$ cat src/rtl/rr_arbiter8_pkg.sv
// -----------------------------------------------------------------------------
// rr_arbiter8_pkg
//   Shared constants and FSM state encoding for the 8-way round-robin arbiter.
//   NREQ  : number of requesters (fixed at 8)
//   IDX_W : width of the binary grant index (3)
// -----------------------------------------------------------------------------
package rr_arbiter8_pkg;

  localparam int unsigned NREQ  = 8;
  localparam int unsigned IDX_W = 3;

  typedef enum logic [1:0] {
    IDLE    = 2'd0,
    GRANT   = 2'd1,
    RELEASE = 2'd2
  } state_t;

endpackage

$ cat src/rtl/onehot_enc8.sv
// -----------------------------------------------------------------------------
// onehot_enc8
//   Combinational 8-bit one-hot to 3-bit binary index encoder.
//   A zero vector or any vector that is not exactly one-hot encodes to 0.
//
// Ports
//   onehot  in  [7:0]  one-hot input vector
//   idx     out [2:0]  binary index of the set bit
// -----------------------------------------------------------------------------
module onehot_enc8
  import rr_arbiter8_pkg::*;
(
  input  logic [NREQ-1:0]  onehot,
  output logic [IDX_W-1:0] idx
);

  always_comb begin
    idx = '0;
    case (onehot)
      8'b0000_0001: idx = 3'd0;
      8'b0000_0010: idx = 3'd1;
      8'b0000_0100: idx = 3'd2;
      8'b0000_1000: idx = 3'd3;
      8'b0001_0000: idx = 3'd4;
      8'b0010_0000: idx = 3'd5;
      8'b0100_0000: idx = 3'd6;
      8'b1000_0000: idx = 3'd7;
      default:      idx = '0;
    endcase
  end

endmodule

$ cat src/rtl/rr_arbiter8.sv
// -----------------------------------------------------------------------------
// rr_arbiter8
//   Round-robin arbiter sharing one resource between 8 requesters. A grant is
//   issued one cycle after a request is seen in IDLE, held until the owner
//   signals done, withdraws its request, or en drops, and is always followed
//   by a single RELEASE cycle (dead gap) before the next grant. The search
//   pointer moves to one past the last owner on every release.
//
//   Optional build macro RR_ARBITER8_TIMEOUT_EN adds a hold counter that
//   forces a release after MAX_HOLD grant cycles, plus a timeout output that
//   pulses during that RELEASE cycle.
//
// Ports
//   clk      in   system clock, rising edge
//   rst_n    in   asynchronous active-low reset
//   en       in   enable; 0 forces release and blocks new grants
//   req      in   [7:0] request vector, bit i = requester i (level-sensitive)
//   done     in   current owner finished; only looked at while granted
//   gnt      out  [7:0] registered one-hot grant
//   gnt_idx  out  [2:0] registered binary index of the owner
//   gnt_vld  out  a grant is active
//   busy     out  FSM not in IDLE
//   timeout  out  (RR_ARBITER8_TIMEOUT_EN only) forced-release pulse
// -----------------------------------------------------------------------------
module rr_arbiter8
  import rr_arbiter8_pkg::*;
#(
  parameter int unsigned MAX_HOLD = 16
)
(
  input  logic             clk,
  input  logic             rst_n,
  input  logic             en,
  input  logic [NREQ-1:0]  req,
  input  logic             done,
  output logic [NREQ-1:0]  gnt,
  output logic [IDX_W-1:0] gnt_idx,
  output logic             gnt_vld,
  output logic             busy
`ifdef RR_ARBITER8_TIMEOUT_EN
  ,
  output logic             timeout
`endif
);

  state_t            state_q, state_d;
  logic [IDX_W-1:0]  ptr_q, ptr_d;

  // Winner selection
  logic [NREQ-1:0]   rot_req;
  logic [NREQ-1:0]   rot_low;
  logic [IDX_W-1:0]  rot_idx;
  logic [IDX_W-1:0]  win_idx;
  logic [NREQ-1:0]   win_onehot;

  // Control
  logic              start;
  logic              rel_normal;
  logic              hold_expired;
  logic              rel;

  // Next values for the registered outputs
  logic [NREQ-1:0]   gnt_d;
  logic [IDX_W-1:0]  idx_d;
  logic              vld_d;
  logic              busy_d;

  // ---------------------------------------------------------------------------
  // Round-robin pick: rotate req so that bit ptr lands at position 0, isolate
  // the lowest set bit, encode it, then add ptr back to undo the rotation.
  // ---------------------------------------------------------------------------
  always_comb begin
    rot_req = '0;
    for (int unsigned i = 0; i < NREQ; i++) begin
      rot_req[i] = req[ptr_q + IDX_W'(i)];
    end
  end

  assign rot_low = rot_req & (~rot_req + NREQ'(1));

  onehot_enc8 u_enc (
    .onehot (rot_low),
    .idx    (rot_idx)
  );

  assign win_idx    = rot_idx + ptr_q;
  assign win_onehot = NREQ'(1) << win_idx;

  assign start      = en & (|req);
  assign rel_normal = done | ~req[gnt_idx] | ~en;
  assign rel        = rel_normal | hold_expired;

  // ---------------------------------------------------------------------------
  // Optional grant-length limit
  // ---------------------------------------------------------------------------
`ifdef RR_ARBITER8_TIMEOUT_EN
  localparam int unsigned HOLD_W = (MAX_HOLD > 1) ? $clog2(MAX_HOLD) : 1;

  logic [HOLD_W-1:0] hold_q, hold_d;
  logic              timeout_d;

  // IDLE always precedes GRANT, so the count is already 0 on the first
  // GRANT cycle; it only runs while granted.
  assign hold_d       = (state_q == GRANT) ? hold_q + 1'b1 : '0;
  assign hold_expired = (state_q == GRANT) && (hold_q == HOLD_W'(MAX_HOLD - 1));
  assign timeout_d    = hold_expired & ~rel_normal;

  always_ff @(posedge clk or negedge rst_n) begin
    if (!rst_n) begin
      hold_q  <= '0;
      timeout <= 1'b0;
    end else begin
      hold_q  <= hold_d;
      timeout <= timeout_d;
    end
  end
`else
  assign hold_expired = 1'b0;
`endif

  // ---------------------------------------------------------------------------
  // State, pointer and output registers
  // ---------------------------------------------------------------------------
  always_ff @(posedge clk or negedge rst_n) begin
    if (!rst_n) begin
      state_q <= IDLE;
      ptr_q   <= '0;
      gnt     <= '0;
      gnt_idx <= '0;
      gnt_vld <= 1'b0;
      busy    <= 1'b0;
    end else begin
      state_q <= state_d;
      ptr_q   <= ptr_d;
      gnt     <= gnt_d;
      gnt_idx <= idx_d;
      gnt_vld <= vld_d;
      busy    <= busy_d;
    end
  end

  // ---------------------------------------------------------------------------
  // Next-state logic
  // ---------------------------------------------------------------------------
  always_comb begin
    state_d = state_q;
    case (state_q)
      IDLE:    if (start) state_d = GRANT;
      GRANT:   if (rel)   state_d = RELEASE;
      RELEASE: state_d = IDLE;
      default: state_d = IDLE;
    endcase
  end

  // ---------------------------------------------------------------------------
  // Output / pointer logic. Outputs are computed one cycle ahead and
  // registered so they switch cleanly with the state. All release causes
  // share the one branch, so the pointer advances exactly once.
  // ---------------------------------------------------------------------------
  always_comb begin
    gnt_d  = gnt;
    idx_d  = gnt_idx;
    vld_d  = gnt_vld;
    busy_d = busy;
    ptr_d  = ptr_q;
    case (state_q)
      IDLE: begin
        if (start) begin
          gnt_d  = win_onehot;
          idx_d  = win_idx;
          vld_d  = 1'b1;
          busy_d = 1'b1;
        end else begin
          gnt_d  = '0;
          idx_d  = '0;
          vld_d  = 1'b0;
          busy_d = 1'b0;
        end
      end
      GRANT: begin
        if (rel) begin
          // gnt_idx is kept through RELEASE; it still names the old owner.
          gnt_d  = '0;
          vld_d  = 1'b0;
          busy_d = 1'b1;
          ptr_d  = gnt_idx + 1'b1;
        end
      end
      RELEASE: begin
        gnt_d  = '0;
        idx_d  = '0;
        vld_d  = 1'b0;
        busy_d = 1'b0;
      end
      default: begin
        gnt_d  = '0;
        idx_d  = '0;
        vld_d  = 1'b0;
        busy_d = 1'b0;
      end
    endcase
  end

endmodule
$ cat config.mk
export PLATFORM = sky130hd
export DESIGN_NAME = rr_arbiter8
export DESIGN_NICKNAME = d
export VERILOG_FILES = /design/src/rtl/rr_arbiter8_pkg.sv /design/src/rtl/onehot_enc8.sv /design/src/rtl/rr_arbiter8.sv
export SDC_FILE = /design/constraint.sdc
export NUM_CORES = 1
export LEC_CHECK = 0
export CORE_ASPECT_RATIO = 0.9
export CORE_MARGIN = 2
export CORE_UTILIZATION = 50
export CTS_BUF_LIST = sky130_fd_sc_hd__clkbuf_8
export CTS_CLUSTER_SIZE = 40
export DETAILED_ROUTE_END_ITERATION = 10
export PLACE_DENSITY_LB_ADDON = 0.3
export SLEW_MARGIN = 25
export SYNTH_ARGS = -nofsm -noshare
export SYNTH_HDL_FRONTEND = slang
export SYNTH_SLANG_ARGS = --single-unit
export TNS_END_PERCENT = 10
$ cat constraint.sdc
create_clock -name clk -period 11.7 [get_ports clk]
set_clock_uncertainty 0.15 [all_clocks]
set_input_delay 2.34 -clock clk [delete_from_list [all_inputs] [get_ports clk]]
set_output_delay 2.34 -clock clk [all_outputs]
set_load 0.02 [all_outputs]
==> impl_metrics.csv, run 1 <==
group,metric,value,unit
logic_synthesis,synth_common_cells,"dfrtp_1 (18), nand2_1 (16), inv_1 (10)",
sta,tns,0,ps
sta,drv_slew,0,
sta,hold_violations,0,
power,ir_drop,0.198,mV
min_path,min_path_cells,1,
setup_path,reg2reg_from,"ptr_q[0]",
min_path,min_to,"gnt_vld",
setup_path,path_class,"input port to flip-flop",
routing,wl_met3,134,µm
grt,overflow,0,
logic_synthesis,synth_cell_types,44,
clock_network,h-tree-depth,1,
setup_path,cp.required,11720,ps
sta,finalCriticalPeriod,6000,ps
logic_synthesis,synth_most_common_cell,"dfrtp_1",
sta,worst_slack,5700,ps
clock_network,numCtsBuffers,3,
logic_synthesis,syn_avg_cell_area,11.0,µm²
clock_network,insertion_delay,260,ps
logic_synthesis,synth-async-reset-ratio,100,%
clock_network,cts_buffer_depth,2,
routing,met1_length,1.79,mm
routing,wl,3.76,mm
min_path,min_from,"gnt_vld",
setup_path,cp_max_fo,8,
place,numPortBuffers,24,
clock_network,hold_buffers,0,
routing,highest_layer,"met4",
routing,wl_per_cell,17.6,µm
floorplan,num_rows,19,
sta,slew_headroom,45.2,%
floorplan,initial_utilization,52.8,%
setup_path,reg2reg_to,"gnt[3]",
grt,grt_pass1_wl,6.71,mm
setup_path,rrSetupSlack,7050,ps
sta,rsz0062_at_grt,"no",
floorplan,die_y,58.2,µm
grt,grt.total_usage,23.2,%
place,gp_congestion,0.915,
routing,dr_wl_met2,1.79,mm
final_layout,n_antenna_cell,0,
logic_synthesis,seq_area_frac_synth,27.6,%
grt,grt_max_degree,19,
routing,drtIter0Drc,62,
routing,vias_per_cell,6.38,
routing,drc,0,
floorplan,die_area,3740,µm²
logic_synthesis,syn-num-nets,166,
min_path,hp-class,"flip-flop to flip-flop",
logic_synthesis,synth_seq_cells,18,
routing,vias,1366,
grt,antenna_found_initial,0,
sta,setup_viol,0,
outcome,outcome,"completed",
floorplan,core_area,3090,µm²
sta,fmax,0.167,GHz
logic_synthesis,synth_area_leaders,"dfrtp_1 (28%), mux4_1 (14%), mux4_2 (6.9%), mux2i_1 (5.5%), nand2_1 (3.7%)",
floorplan,fp.dieW,64.2,µm
routing,drtPass1Iterations,4,
final_layout,drive_gt1_share,14.0,%
run,cap_viol_max_count,0,
clock_network,cts_tree,"yes",
clock_network,clock-sinks,18,
place,place_ws,5520,ps
logic_synthesis,netlist.area_leader.share,27.6,%
setup_path,end_kind,"flip-flop",
place,dpl.hpwl,2.80,mm
clock_network,post_cts_resized,0,
clock_network,cts_setup_buffers,0,
setup_path,reg2regPathDepth,14,
floorplan,ios,25,
grt,grt_pass1_vias,1392,
power,leakage,0.826,nW
final_layout,synthToLayoutAreaGrowth,19.1,%
sta,finalCritPeriodShare,51.3,%
logic_synthesis,synth_ff_type,"dfrtp_1",
final_layout,fin_nets,190,
setup_path,startpoint_type,"input port",
logic_synthesis,yosys.area.top_type,"dfrtp_1",
logic_synthesis,yosys_warnings,0,
logic_synthesis,synth_edf_count,0,
logic_synthesis,synthesis.area,1630,µm²
routing,antenna_left,0,
clock_network,clk_pin_slew_worst_paths,70,ps
sta,tightest_slew,820,ps
setup_path,arrival,6020,ps
power,power_density,312,nW/µm²
clock_network,cts_root_buf,"clkbuf_8",
final_layout,fillers,250,
logic_synthesis,synth_cells,149,
## metal layers
metal  vias up  track usage (%)
met5         -                0
met4         0             6.38
met3         7             3.50
met2        43             36.8
met1       681             33.5
li1        635                -
## final cells by class
type | count | area, µm² | share of cell area [%]
multi-input combinational | 116 | 1110 | 57.0
sequential | 18 | 450 | 23.2
timing repair buffer | 24 | 240 | 12.4
inverter | 10 | 37.5 | 1.93
clock buffer | 4 | 55.1 | 2.83
tap | 42 | 52.6 | 2.70
## critical path: stages
cell and delay (ps):
clkdlybuf4s50_1 550, mux4_1 630, mux2_4 330, a21o_1 180, or2_0 360, nand3_1 160, nand2_1 80, fa_1 410
xor2_1 180, nand2_1 160, nor3b_1 390, nand3_1 140, o2111ai_1 120
## power breakdown
part            total, W  switching [W]  internal (W)
registers       0.000117      0.0000332     0.0000835
clock network  0.0000523      0.0000223     0.0000299
logic           0.000437       0.000241      0.000196
## sequential cells by signal, summed over array words and instances (netlist names)
| signal | cells |
|---|---|
| gnt | 8 |
| gnt_idx | 3 |
| busy | 1 |
| gnt_vld | 1 |
| ptr_q | 3 |
| state_q | 2 |
## how the worst max path moves through the flow
stage / startpoint / end / slack (ps) / cells past startpoint
final: req[1] / gnt[3] / 5700 / 13
after global routing: req[0] / gnt[3] / 5460 / 13
after CTS: req[0] / gnt[3] / 5740 / 13
after detailed placement: req[0] / gnt[3] / 5520 / 13
after global placement: req[0] / gnt[3] / 5520 / 13
after floorplan: req[4] / gnt[3] / 6450 / 13
## per-stage QoR
step                util [%]  instance area (µm²)  cells  total power, W  hold WS, ps
global placement        61.1                 1890    210        0.000534          316
finish                  62.9                 1940    214        0.000606          343
detailed placement      61.1                 1890    210        0.000547          328
CTS                     62.9                 1940    214        0.000601          349
global route            62.9                 1940    214        0.000655          370
floorplan                  -                 1630    149        0.000457          422
## cell families (layout without fill, tap and decap cells)
logic type	Yosys count	count (layout)	share of synthesized area (%)
compound gates	31	31	16.6
flops	18	18	27.6
fa+ha+maj	5	5	4.29
mux	27	27	29.9
xor+xnor	4	4	2.15
simple gates	49	49	15.0
buf+inv	15	38	4.52
## cell usage in the layout, fill, tap and decap left out, types with 3 or more instances in the layout
cell,synthesis,layout
clkdlybuf4s50_1,0,24
dfrtp_1,18,18
nand2_1,16,16
inv_1,10,10
mux2i_1,9,9
mux4_1,9,9
nor2_1,9,9
nand3_1,7,7
a21oi_1,6,6
mux4_2,5,5
a221o_2,4,4
o2111ai_1,4,4
ha_1,4,4
clkbuf_8,0,4
xor2_1,3,3
mux2_2,3,3
nor3b_1,3,3
o21ai_0,3,3
a21o_1,3,3
(Power assumes the default switching activity.)
==> run 2, diff against run 1 <==
clock period = 6.2 ns   (was 11.7 ns; I/O delays follow)
==> results of run 2 <==
Same layout as run 1 (identical final DEF). Status: completed.
Among the figures that moved: setup slack after placement 5520 ps -> 1120 ps; setup slack after layout 5700 ps -> 1300 ps; register-to-register setup slack 7050 ps -> 1550 ps; total power 0.000606 W -> 0.00114 W; worst IR drop on VDD 0.198 mV -> 0.374 mV
==> run 3, diff against run 2 <==
clock period = 5.14 ns   (was 6.2 ns; I/O delays follow)
==> run 3 against run 2 <==
Against the previous run:
- clock power up 23%
- die area unchanged
- register-to-register slack worse by 710 ps
- highest routed layer unchanged
==> impl_metrics.csv, run 3 (synthesis gave the netlist of run 1 again) <==
group,metric,value,unit
setup_path,reg2reg_to,"gnt[3]",
setup_path,slowest_delay,660,ps
power,leakage,0.831,nW
routing,wl,3.85,mm
place,placed_area,1900,µm²
clock_network,clock-sinks,18,
setup_path,arrival,4750,ps
grt,overflow,0,
sta,setup_viol,0,
final_layout,final_area,1950,µm²
grt,antenna_found_initial,0,
routing,vias_per_cell,6.37,
sta,drv_slew,0,
setup_path,reg2reg_from,"ptr_q[1]",
setup_path,cp_common_cell,"nand2_1",
final_layout,fin_nets,191,
floorplan,core_area,3090,µm²
final_layout,largest-register,"gnt",
floorplan,fp.dieW,64.2,µm
sta,rsz0062_at_grt,"no",
sta,finalCritPeriodShare,91.6,%
min_path,min_to,"gnt_vld",
routing,wl_per_cell,17.9,µm
routing,drc,0,
grt,grt_pass1_vias,1345,
place,dpl.hpwl,2.90,mm
routing,vias,1370,
outcome,outcome,"completed",
setup_path,startpoint_type,"input port",
sta,tightest_slew,787,ps
setup_path,cp_max_fo,8,
sta,hold_violations,0,
clock_network,hold_buffers,0,
setup_path,path_cells,"clkdlybuf4s50_1 -> mux4_1 -> nor2_1 -> mux4_2 -> nand2_1 -> o221ai_1 -> ha_1 -> inv_1 -> fa_1 -> xor2_1 -> nand2_1 -> nor3b_1 -> nand3_1 -> o2111ai_1",
min_path,min_path_cells,1,
sta,slew_headroom,47.4,%
routing,highest_layer,"met4",
routing,met1_length,1.67,mm
min_path,min_from,"gnt_vld",
run,cap_viol_max_count,0,
min_path,hp-class,"flip-flop to flip-flop",
grt,grt_max_degree,19,
final_layout,synthToLayoutAreaGrowth,19.6,%
setup_path,path_delay_family,"simple AND/OR/NAND/NOR gates",
clock_network,cts_tree,"yes",
routing,dr_wl_met2,1.86,mm
routing,antenna_left,0,
power,power_density,714,nW/µm²
clock_network,clk_pin_slew_worst_paths,70,ps
floorplan,die_y,58.2,µm
setup_path,path_buf_inv,2,
floorplan,initial_utilization,52.8,%
setup_path,cp.required,5170,ps
final_layout,n_antenna_cell,0,
place,numPortBuffers,24,
floorplan,die_area,3740,µm²
grt,grt_pass1_wl,6.80,mm
floorplan,num_rows,19,
sta,fmax,0.212,GHz
clock_network,cts_root_buf,"clkbuf_8",
routing,wl_met3,286,µm
routing,drtPass1Iterations,4,
sta,tns,0,ps
clock_network,h-tree-depth,1,
routing,drtIter0Drc,46,
floorplan,ios,25,
final_layout,largest_reg_flops,8,
power,ir_drop,0.353,mV
final_layout,layout_common_cells,"clkdlybuf4s50_1 (24), dfrtp_1 (18), nand2_1 (16)",
clock_network,numCtsBuffers,3,
clock_network,post_cts_resized,0,
clock_network,cts_buffer_depth,2,
grt,grt.total_usage,23.7,%
setup_path,rrSetupSlack,840,ps
clock_network,insertion_delay,270,ps
setup_path,cp_slowest_cell,"mux4_1",
clock_network,cts_setup_buffers,0,
final_layout,final_common_cell,"clkdlybuf4s50_1",
setup_path,reg2regPathDepth,15,
setup_path,path_class,"input port to flip-flop",
place,gp_congestion,0.920,
sta,finalCriticalPeriod,4710,ps
setup_path,end_kind,"flip-flop",
final_layout,reg_top3,"gnt: 8 flops, gnt_idx: 3 flops, ptr_q: 3 flops",
final_layout,drive_gt1_share,14.5,%
## run 3: changes by cell type in the layout (fill, tap and decap cells not counted)
cell / before / now
buf_4: 0 / 1
## run 3: routing by layer
| metal | GRT usage (%) | vias to the layer above |
|---|---|---|
| met1 | 34.0 | 667 |
| met2 | 37.1 | 68 |
| met3 | 5.24 | 4 |
| met5 | 0 | - |
| met4 | 6.08 | 0 |
| li1 | - | 631 |
## run 3: metrics by stage
stage / power, W / setup slack (ps) / utilization (%) / hold WS [ps] / std cells
after global placement: 0.00122 / 280 / 61.3 / 316 / 211
after global routing: 0.00150 / 206 / 63.1 / 366 / 215
final: 0.00139 / 429 / 63.1 / 338 / 215
after detailed placement: 0.00126 / 251 / 61.3 / 319 / 211
after floorplan: 0.00104 / 1200 / - / 422 / 149
after CTS: 0.00139 / 495 / 63.1 / 336 / 215
## run 3: area by class of cell
type	count	area [µm²]
inverter	10	37.5
sequential	18	450
tap	42	52.6
clock buffer	4	55.1
fill	252	1140
multi-input combinational	116	1110
timing repair buffer	25	248
## run 3: report_power, final
group / switching, W / total, W / internal, W
logic: 0.000572 / 0.00102 / 0.000452
registers: 0.0000563 / 0.000247 / 0.000191
clock network: 0.0000531 / 0.000121 / 0.0000684
total: 0.000682 / 0.00139 / 0.000711
## run 3: how the worst max path moves through the flow
stage,startpoint,to,depth (start not counted)
finish,req[0],gnt[3],14
global route,req[1],gnt[3],14
CTS,req[1],gnt[3],13
detailed placement,req[1],gnt[3],13
global placement,req[0],gnt[3],13
floorplan,req[4],gnt[3],13
